### src/rtl/asym_pipe_mult.sv
// ---------------------------------------------------------------------------
// asym_pipe_mult -- pipelined asymmetric split multiplier with valid/ready.
//
// Each operand is split into a high part (WIDTH-SPLIT bits) and a low part
// (SPLIT bits). The four sub-products are registered, then recombined with
// the proper shifts. approx_mode drops the low x low term, which bounds the
// error to (2^SPLIT-1)^2 and never overshoots the exact product.
//
// Pipeline: S1 operand capture -> S2 sub-products -> S3 recombination.
// All stages advance together (global stall), so bubbles are kept as-is.
//
// Parameters:
//   WIDTH  operand width, 2..32
//   SPLIT  low-part width, 1..WIDTH-1
//
// Ports:
//   clk, rst_n     clock, synchronous active-low reset
//   in_valid/in_ready/a/b/approx_mode   operand stream (in_ready combinational)
//   out_valid/out_ready/p               product stream, p is 2*WIDTH bits
//   txn_count      saturating accepted-transaction counter
//
// Build option: define ASYM_PIPE_MULT_STATS_EN to enable txn_count;
// otherwise the port is tied to zero and no counter exists.
// ---------------------------------------------------------------------------

// One sub-product term with an optional force-to-zero (used for approx mode).
module apm_subprod #(
  parameter int AW = 4,
  parameter int BW = 4,
  parameter int PW = AW + BW
) (
  input  logic [AW-1:0] i_x,
  input  logic [BW-1:0] i_y,
  input  logic          i_zero,
  output logic [PW-1:0] o_p
);
  assign o_p = i_zero ? '0 : PW'(i_x) * PW'(i_y);
endmodule

module asym_pipe_mult #(
  parameter int WIDTH = 8,
  parameter int SPLIT = 3
) (
  input  logic               clk,
  input  logic               rst_n,
  input  logic               in_valid,
  output logic               in_ready,
  input  logic [WIDTH-1:0]   a,
  input  logic [WIDTH-1:0]   b,
  input  logic               approx_mode,
  output logic               out_valid,
  input  logic               out_ready,
  output logic [2*WIDTH-1:0] p,
  output logic [15:0]        txn_count
);
  localparam int L      = SPLIT;
  localparam int H      = WIDTH - SPLIT;
  localparam int PW     = 2 * WIDTH + 1;
  localparam int STAGES = 3;

  if (WIDTH < 2 || WIDTH > 32) begin : g_bad_width
    $error("asym_pipe_mult: WIDTH=%0d outside 2..32", WIDTH);
  end
  if (SPLIT < 1 || SPLIT > WIDTH - 1) begin : g_bad_split
    $error("asym_pipe_mult: SPLIT=%0d outside 1..WIDTH-1", SPLIT);
  end

  // Stage valid bits; bit STAGES is the output valid.
  logic [STAGES:1] r_vld_pipe;
  logic            w_adv;

  assign out_valid = r_vld_pipe[STAGES];
  assign w_adv     = !out_valid || out_ready;
  assign in_ready  = w_adv;

  // ---- stage 1: operand capture ----
  logic [WIDTH-1:0] r_a, r_b;
  logic             r_apx;

  // ---- stage 2: sub-products ----
  logic [H-1:0]   w_ah, w_bh;
  logic [L-1:0]   w_al, w_bl;
  logic [2*L-1:0] w_pll, r_pll;
  logic [H+L-1:0] w_phl, r_phl;
  logic [H+L-1:0] w_plh, r_plh;
  logic [2*H-1:0] w_phh, r_phh;

  assign w_ah = r_a[WIDTH-1:L];
  assign w_al = r_a[L-1:0];
  assign w_bh = r_b[WIDTH-1:L];
  assign w_bl = r_b[L-1:0];

  apm_subprod #(.AW(L), .BW(L)) u_pll (.i_x(w_al), .i_y(w_bl), .i_zero(r_apx), .o_p(w_pll));
  apm_subprod #(.AW(H), .BW(L)) u_phl (.i_x(w_ah), .i_y(w_bl), .i_zero(1'b0),  .o_p(w_phl));
  apm_subprod #(.AW(L), .BW(H)) u_plh (.i_x(w_al), .i_y(w_bh), .i_zero(1'b0),  .o_p(w_plh));
  apm_subprod #(.AW(H), .BW(H)) u_phh (.i_x(w_ah), .i_y(w_bh), .i_zero(1'b0),  .o_p(w_phh));

  // ---- stage 3: recombination ----
  // One extra bit covers the cross-term sum; the true product always fits
  // in 2*WIDTH bits so the top bit is dropped.
  logic [PW-1:0]      w_sum;
  logic               w_unused_msb;
  logic [2*WIDTH-1:0] r_p;

  assign w_sum = (PW'(r_phh) << (2 * L))
               + ((PW'(r_phl) + PW'(r_plh)) << L)
               + PW'(r_pll);
  assign w_unused_msb = w_sum[PW-1];
  assign p = r_p;

  always_ff @(posedge clk) begin
    if (!rst_n) begin
      r_vld_pipe <= '0;
      r_a        <= '0;
      r_b        <= '0;
      r_apx      <= 1'b0;
      r_pll      <= '0;
      r_phl      <= '0;
      r_plh      <= '0;
      r_phh      <= '0;
      r_p        <= '0;
    end else if (w_adv) begin
      // A bubble (in_valid=0) is captured like any other slot.
      r_vld_pipe <= {r_vld_pipe[STAGES-1:1], in_valid};
      r_a        <= a;
      r_b        <= b;
      r_apx      <= approx_mode;
      r_pll      <= w_pll;
      r_phl      <= w_phl;
      r_plh      <= w_plh;
      r_phh      <= w_phh;
      r_p        <= w_sum[2*WIDTH-1:0];
    end
  end

`ifdef ASYM_PIPE_MULT_STATS_EN
  logic [15:0] r_txn;

  always_ff @(posedge clk) begin
    if (!rst_n) begin
      r_txn <= '0;
    end else if (in_valid && w_adv && (r_txn != 16'hFFFF)) begin
      r_txn <= r_txn + 16'd1;
    end
  end

  assign txn_count = r_txn;
`else
  assign txn_count = 16'd0;
`endif

endmodule

### config.mk
export PLATFORM = sky130hd
export DESIGN_NAME = asym_pipe_mult
export DESIGN_NICKNAME = d
export VERILOG_FILES = /design/src/rtl/asym_pipe_mult.sv
export SDC_FILE = /design/constraint.sdc
export NUM_CORES = 1
export LEC_CHECK = 0
export CAP_MARGIN = 30
export CELL_PAD_IN_SITES_DETAIL_PLACEMENT = 1
export CELL_PAD_IN_SITES_GLOBAL_PLACEMENT = 1
export CORE_MARGIN = 5
export CORE_UTILIZATION = 47
export CTS_CLUSTER_DIAMETER = 40
export DETAILED_ROUTE_END_ITERATION = 12
export PLACE_DENSITY_LB_ADDON = 0.1
export SKIP_CTS_REPAIR_TIMING = 1
export SYNTH_ARGS = -nofsm -noshare
export SYNTH_HDL_FRONTEND = slang
export SYNTH_HIERARCHICAL = 1
export SYNTH_SLANG_ARGS = --single-unit
### constraint.sdc
create_clock -name clk -period 9.2 [get_ports clk]
set_input_delay 2.76 -clock clk [delete_from_list [all_inputs] [get_ports clk]]
set_output_delay 2.76 -clock clk [all_outputs]
set_load 0.05 [all_outputs]
# Yosys cells after proc, flatten, opt, wreduce, memory -nomap -nowiden

Cells that the tools add are included.

RAM bits: 0
Output and inout port bits: 34
Bits of input ports: 21
Register bits: 68
Word-level logic and storage cells: 19
Memories: 0
Memory bits (read-only): 0
Latch bits: 0

Equal/unequal tests: 0
Add/sub/neg operators: 3
Reductions and logical operators: 2
Shift operators: 0
Multipliers: 4
Bitwise gates (word level): 0
Divide/modulo/power cells: 0
Muxes and demuxes: 1
$lt $le $gt $ge: 0

Operators with widths:

| kind                                         | number |
|---|---|
| 16-bit by 12-bit adder with 16-bit output    | 1 |
| 16-bit by 6-bit adder with 16-bit output     | 1 |
| 5-bit by 5-bit multiplier with 10-bit output | 1 |
| 8-bit by 8-bit adder with 9-bit output       | 1 |
| 3-bit by 5-bit multiplier with 8-bit output  | 1 |
| 5-bit by 3-bit multiplier with 8-bit output  | 1 |
| 3-bit by 3-bit multiplier with 6-bit output  | 1 |
| 6-bit 2-to-1 mux                             | 1 |
| 1-bit zero test                              | 1 |
| 1-bit logical OR                             | 1 |

# Logic depth before layout (Yosys ltp)

Gate-level depths: netlist (run 1).

Depth in word-level cells: 3
Depth in mapped cells: 14

# By module

The synthesis (run 1) kept the hierarchy.

Modules (own cells, without submodules):

| module                   | cells each | times used | seq. area each (um^2) | area an instance (um^2) |
|---|---|---|---|---|
| asym_pipe_mult           | 404        | 1          | 1,361.3               | 3,375.7 |
| apm_subprod at u_phh     | 97         | 1          | 0.0                   | 820.8 |
| apm_subprod at u_phl ... | 52         | 2          | 0.0                   | 392.9 |
| apm_subprod at u_pll     | 27         | 1          | 0.0                   | 217.7 |

# Worst setup path after synthesis (run 1)

Ideal clock, no wire load.

Path kind: input port to output port
From: in out_ready
To: out in_ready
Cell stages on the path: 5
Arrival: 3.419 ns
Data required time: 6.440 ns
Slack: 3.021 ns
Cell sequence: nor2b_1 buf_2 inv_1 clkbuf_8 clkbuf_8

Word-level cells in the longest chain between the ends: 1

RTL lines:

| what             | line | source |
|---|---|---|
| from (decl)      | 52   | `input logic out_ready,` |
| 1-bit logical OR | 73   | `assign w_adv = !out_valid \|\| out_ready;` |
| to (decl)        | 47   | `output logic in_ready,` |

Every way passes these cells.

# Worst setup path in the final report (run 1)

Ends and elaborated chain as after synthesis.

==> run summary, run 1 <==
Worst VDD drop - 93.39 uV
CTS sink cnt - 68
Initial antenna violation count - 0
TritonCTS Buffers - 9
Layout cells sized above 1 - 6.278%
Initial drt markers - 139
Ports - 55
Via count - 4260
Max-slew headroom - 49.47%
Starting density of the core - 47.97%
Synth area leader - dfxtp_1
GPL Wtd Cong - 0.7659
Slew Viols, Final - 0
Hpwl dp - 9106 um
Layout Nets - 760
Commonest cells after routing, fill and taps aside - nand2_1, dfxtp_1, a21boi_0
PwrDens - 127.4 nW/um2
Startpoint Class - input port
Root Driver - clkbuf_8
Avg Cell Area, Syn - 8.228 um2
Post-synthesis cell type count - 60
Dpl cell area - 5613 um2
Total GRT Usage - 19.91%
Final Hold Vio Count - 0
TritonCTS clock tree - yes
Tcrit/Tclk final - 75.40%
Critical Path RT - 6.44 ns
Worst Path Max Fanout - 2
Fill cell count - 1308
Wirelength per Cell - 15.07 um
Worst path slowest cell - clkdlybuf4s50_1
DR vias/cell - 5.266
Worst-Margin Slew - 0.7579 ns
Setup repair after global routing missed its margin - false
Top post-synthesis cells by area - dfxtp_1, ha_1, nand2_1
Worst min path class - flip-flop to flip-flop
DRC - 0
Area growth syn-to-layout - 12.68%
Static leakage - 2.635 nW
Post-synth top flop - dfxtp_1
Core Rows - 38
Max stage delay on crit path - 0.79 ns
Critical path class - input port to primary output
DP Worst Slack - 2.249 ns
Setup Viol. Count Final - 0
Vias in the first global route - 4685
Setup TNS - 0 ns
Die width - 115.2 um
Post-route cell area - 5859 um2
Top cell by count, worst path - clkdlybuf4s50_1
Final setup margin - 2.263 ns
Clock Pin Slew Worst Setup and Hold Paths - 0.08 ns
Critical Path End Type - primary output
# Max-Cap Violations - 0
Drt total wl - 12190 um
Port bufs - 38
Die Y - 115.2 um
Synth warnings - 6
CORE AREA - 10840 um2
Gate Count Post-Synth - 632
Final std cells w/o fill - 809
First-pass GRT wire length - 21180 um
Tot Pwr - 0.7464 mW
Leading cell type in the layout, fill and taps excluded - nand2_1
Clock skew - 0.009089 ns
Post-Syn Area - 5200 um2
Ys async rst share - 0%
N_diodes - 0
Fin Hold WS - 0.4627 ns
Critical path arrival - 4.18 ns
Max Clock Freq - 144.2 MHz
Synthesis-stage register bit count - 68
Die ar. - 13270 um2
Critical path, cell by cell - clkdlybuf4s50_1 -> nor2b_4 -> inv_2 -> clkdlybuf4s50_1
Flop2flop setup slack - 5.22 ns
H-tree depth - 3
Gr ovfl total - 0
Yosys top cell area share - 26.18%
Drt pass-1 iters - 4
Fin crit period - 6.937 ns
Post-synth EDFFs - 0
Placed insts - 793
Status - finished clean
CTS Buffer Depth - 2
Critical path buffer and inverter count - 3
Antenna-violating nets left - 0
Post-layout util - 54.05%
Critical path's top delay family - buffers and inverters
Largest net degree at the start of global routing - 75
Seq/Total Area, Yosys - 26.18%
Worst-Skew Late Latency - 0.37 ns
==> tightest hold or removal path, delay by kind of cell (launching register included) <==
| kind | cells | cell delay [ns] |
|---|---|---|
| AO/OA/AOI/OAI | 1 | 0.06 |
| flip-flops | 1 | 0.31 |
| AND/OR/NAND/NOR | 1 | 0.05 |
==> flip-flops by register name, summed over array words and instances (netlist names) <==
name,count
r_plh,8
r_vld_pipe,3
r_phl,8
p,16
r_pll,6
r_apx,1
r_b,8
r_a,8
r_phh,10
==> worst paths after layout <==
kind / cells after the start / startpoint / endpoint
worst min-delay path: 2 / p[0] / p[0]
worst min register to register: 2 / p[0] / p[0]
worst max register to register: 12 / r_a[3] / r_phh[7]
worst max-delay path: 4 / out_ready / in_ready
==> layout make-up <==
cell class                      count  area, um2  share of cell area (%)
Clock buffer                        9      123.9                   2.114
Clock inverter                      7      122.6                   2.093
Inverter                           34      127.6                   2.178
Multi-Input combinational cell    510       3538                   60.39
Sequential cell                    68       1361                   23.23
Tap cell                          140      175.2                   2.990
Timing Repair Buffer               41      410.4                   7.004
==> metal layers <==
layer | up-vias | global-route usage [%] | wire length (um)
met5 | - | 0 | 0
met4 | 0 | 6.260 | 178
met3 | 16 | 4.579 | 334
met2 | 40 | 37.23 | 6474
met1 | 2075 | 22.21 | 5207
li1 | 2129 | - | -
==> cells by family (layout without fill, tap and decap cells) <==
kind of cell	Yosys count	after routing	synth area share, %
mux	4	4	1.011
fa+ha+maj	75	75	21.08
compound gates	131	131	18.29
simple gates	259	259	22.93
buf+inv	77	91	7.579
other cells	1	24	0.07212
xor+xnor	17	17	2.863
flops	68	68	26.18
==> power breakdown <==
part	internal, mW	switching [mW]	total, mW
combinational	0.0436	0.0685	0.112
sequential	0.305	0.0157	0.321
clock	0.182	0.132	0.314
==> cell usage after synthesis (7+ instances only) <==
master and n:
nand2_1 152, dfxtp_1 68, a21boi_0 58, ha_1 54, inv_1 34, and2_1 31, nor2_1 26, fa_1 21
nor2b_1 19, buf_4 18, a21oi_1 15, clkbuf_1 15, xnor2_1 13, o21ai_0 12, nand3_1 10, a21o_1 8
a211oi_1 7
(Power assumes the default switching activity.)
==> run 2: changes to the inputs <==
CORE_UTILIZATION = 43   (was 47)
clock period = 6.58 ns   (was 9.2 ns; I/O delays follow)
==> run 2 against run 1 <==
Largest power group is now clock. Non-clock buffer count stayed put. Sequential share of layout area down 0.33 points. Final area grew 1.5%. Cell count increased by 0.87%. Clock-buffer cell count grew 1. Clock power grew 71%. Wire length increased by 1.1%.
==> run summary, run 2 (synthesized netlist as in run 1, its figures left out) <==
Status - finished clean
First-pass GRT wire length - 21090 um (-0.39%)
Static leakage - 2.677 nW (+1.6%)
Layout cells sized above 1 - 6.428% (+0.15 points)
Uppermost layer routed - met4
Largest net degree at the start of global routing - 75 (unchanged)
Hpwl dp - 8972 um (-1.5%)
Total GRT Usage - 18.16% (-1.7 points)
GPL Wtd Cong - 0.7904 (+3.2%)
Worst Path Max Fanout - 2 (unchanged)
Critical path class - input port to primary output
Clock skew - 0.002777 ns (-0.006313 ns)
Root Driver - clkbuf_16
Clock share of power - 47.1% (+5.1 points)
Commonest cells after routing, fill and taps aside - nand2_1, dfxtp_1, a21boi_0
N_diodes - 0 (unchanged)
Tot Pwr - 1.143 mW (+53%)
Die width - 120.0 um (+4.2%)
Post-route cell area - 5944 um2 (+1.5%)
Via count - 4239 (-0.49%)
Setup repair after global routing missed its margin - false
Sequential share of power - 39.3% (-3.7 points)
Worst min path class - flip-flop to flip-flop
Initial antenna violation count - 0 (unchanged)
Ports - 55 (unchanged)
Gr ovfl total - 0 (unchanged)
Setup Viol. Count Final - 0 (unchanged)
CTS sink cnt - 68 (unchanged)
Critical Path Source - out_ready
Switching Power - 0.3134 mW (+45%)
# Max-Cap Violations - 0 (unchanged)
Die Y - 120.0 um (+4.2%)
Fin crit period - 4.763 ns
Met1 wire length - 5419 um (+4.1%)
Worst path slowest cell - clkdlybuf4s50_1
Met3 wire length - 302 um (-9.6%)
PwrDens - 192.4 nW/um2 (+51%)
Max-slew headroom - 48.81% (-0.66 points)
Logic pwr share - 13.6% (-1.4 points)
Critical R2R Launch - r_a[3]
Drt total wl - 12330 um (+1.1%)
Critical path arrival - 2.79 ns (-1.39 ns)
Drt pass-1 iters - 4 (unchanged)
Die ar. - 14390 um2 (+8.5%)
Area growth syn-to-layout - 14.32%
CORE AREA - 11910 um2 (+9.9%)
Switching Fraction - 27.41% (-1.5 points)
DRC - 0 (unchanged)
Worst VDD drop - 129.6 uV (+39%)
Met2 WL - 6474 um (unchanged)
CTS Buffer Depth - 2 (unchanged)
Initial drt markers - 173 (+24%)
Layout Nets - 760 (unchanged)
Max reg flops - 16 (unchanged)
Worst-Margin Slew - 0.7679 ns (+0.009966 ns)
H-tree depth - 3 (unchanged)
Leading cell type in the layout, fill and taps excluded - nand2_1
Clock Pin Slew Worst Setup and Hold Paths - 0.06 ns (-0.02 ns)
Internal Power - 0.8300 mW (+56%)
Vias in the first global route - 4503 (-3.9%)
Worst-Skew Late Latency - 0.34 ns (-0.03 ns)
Setup TNS - 0 ns (unchanged)
Slew Viols, Final - 0 (unchanged)
Antenna-violating nets left - 0 (unchanged)
TritonCTS Buffers - 9 (unchanged)
TritonCTS clock tree - yes
DR vias/cell - 5.195 (-1.3%)
Starting density of the core - 43.66% (-4.3 points)
Tcrit/Tclk final - 72.39%
Dpl cell area - 5619 um2 (+0.11%)
Max stage delay on crit path - 0.45 ns (-0.34 ns)
Port bufs - 38 (unchanged)
Core Rows - 40 (+5.3%)
Critical Path RT - 4.61 ns (-1.83 ns)
Startpoint Class - input port
Critical Path End Type - primary output
Worst Hold Launch - r_pll[0]
Final Hold Vio Count - 0 (unchanged)
Wirelength per Cell - 15.10 um (+0.21%)
Critical path, cell by cell - clkdlybuf4s50_1 -> nor2b_4 -> inv_2 -> buf_4
Max Clock Freq - 209.9 MHz
[run 2: per-stage QoR]
step / util, % / worst slack, ns / std cells / hold WS, ns
3_3_place_gp: 47.01 / 1.816 / 799 / 0.4490
5_1_grt: 49.91 / 1.770 / 816 / 0.4839
2_1_floorplan: - / 1.973 / 655 / 0.4406
4_1_cts: 49.91 / 1.799 / 816 / 0.4636
6_report: 49.91 / 1.817 / 816 / 0.4610
3_5_place_dp: 47.17 / 1.795 / 800 / 0.4557
[run 2: layout make-up]
type,count,area (um2)
Sequential cell,68,1361
Clock buffer,10,239.0
Tap cell,147,183.9
Multi-Input combinational cell,510,3538
Fill cell,1459,5967
Inverter,34,127.6
Timing Repair Buffer,41,407.9
Clock inverter,6,86.33
[run 2: routing by layer]
metal	vias to the layer above	track usage, %
li1	2128	-
met1	2075	20.64
met2	27	33.83
met3	9	4.477
met4	0	4.510
met5	-	0
[run 2: critical path, delay by kind of cell]
family | cells | cell delay [ns]
buf+inv | 3 | 0.68
simple gates | 1 | 0.14
[run 2: path summary, 6_finish.rpt]
check	to	slack, ns	cells past startpoint
min reg2reg	r_pll[0]	0.46	2
min	r_pll[0]	0.46	2
max	in_ready	1.82	4
max reg2reg	r_phh[7]	2.70	12
[run 2: power by group through the flow]
stage	logic [mW]	registers (mW)	clock network, mW
4_1_cts	0.158	0.450	0.555
5_1_grt	0.174	0.452	0.573
2_1_floorplan	0.114	0.461	0
6_report	0.156	0.449	0.538
3_5_place_dp	0.156	0.459	0
3_3_place_gp	0.152	0.458	0
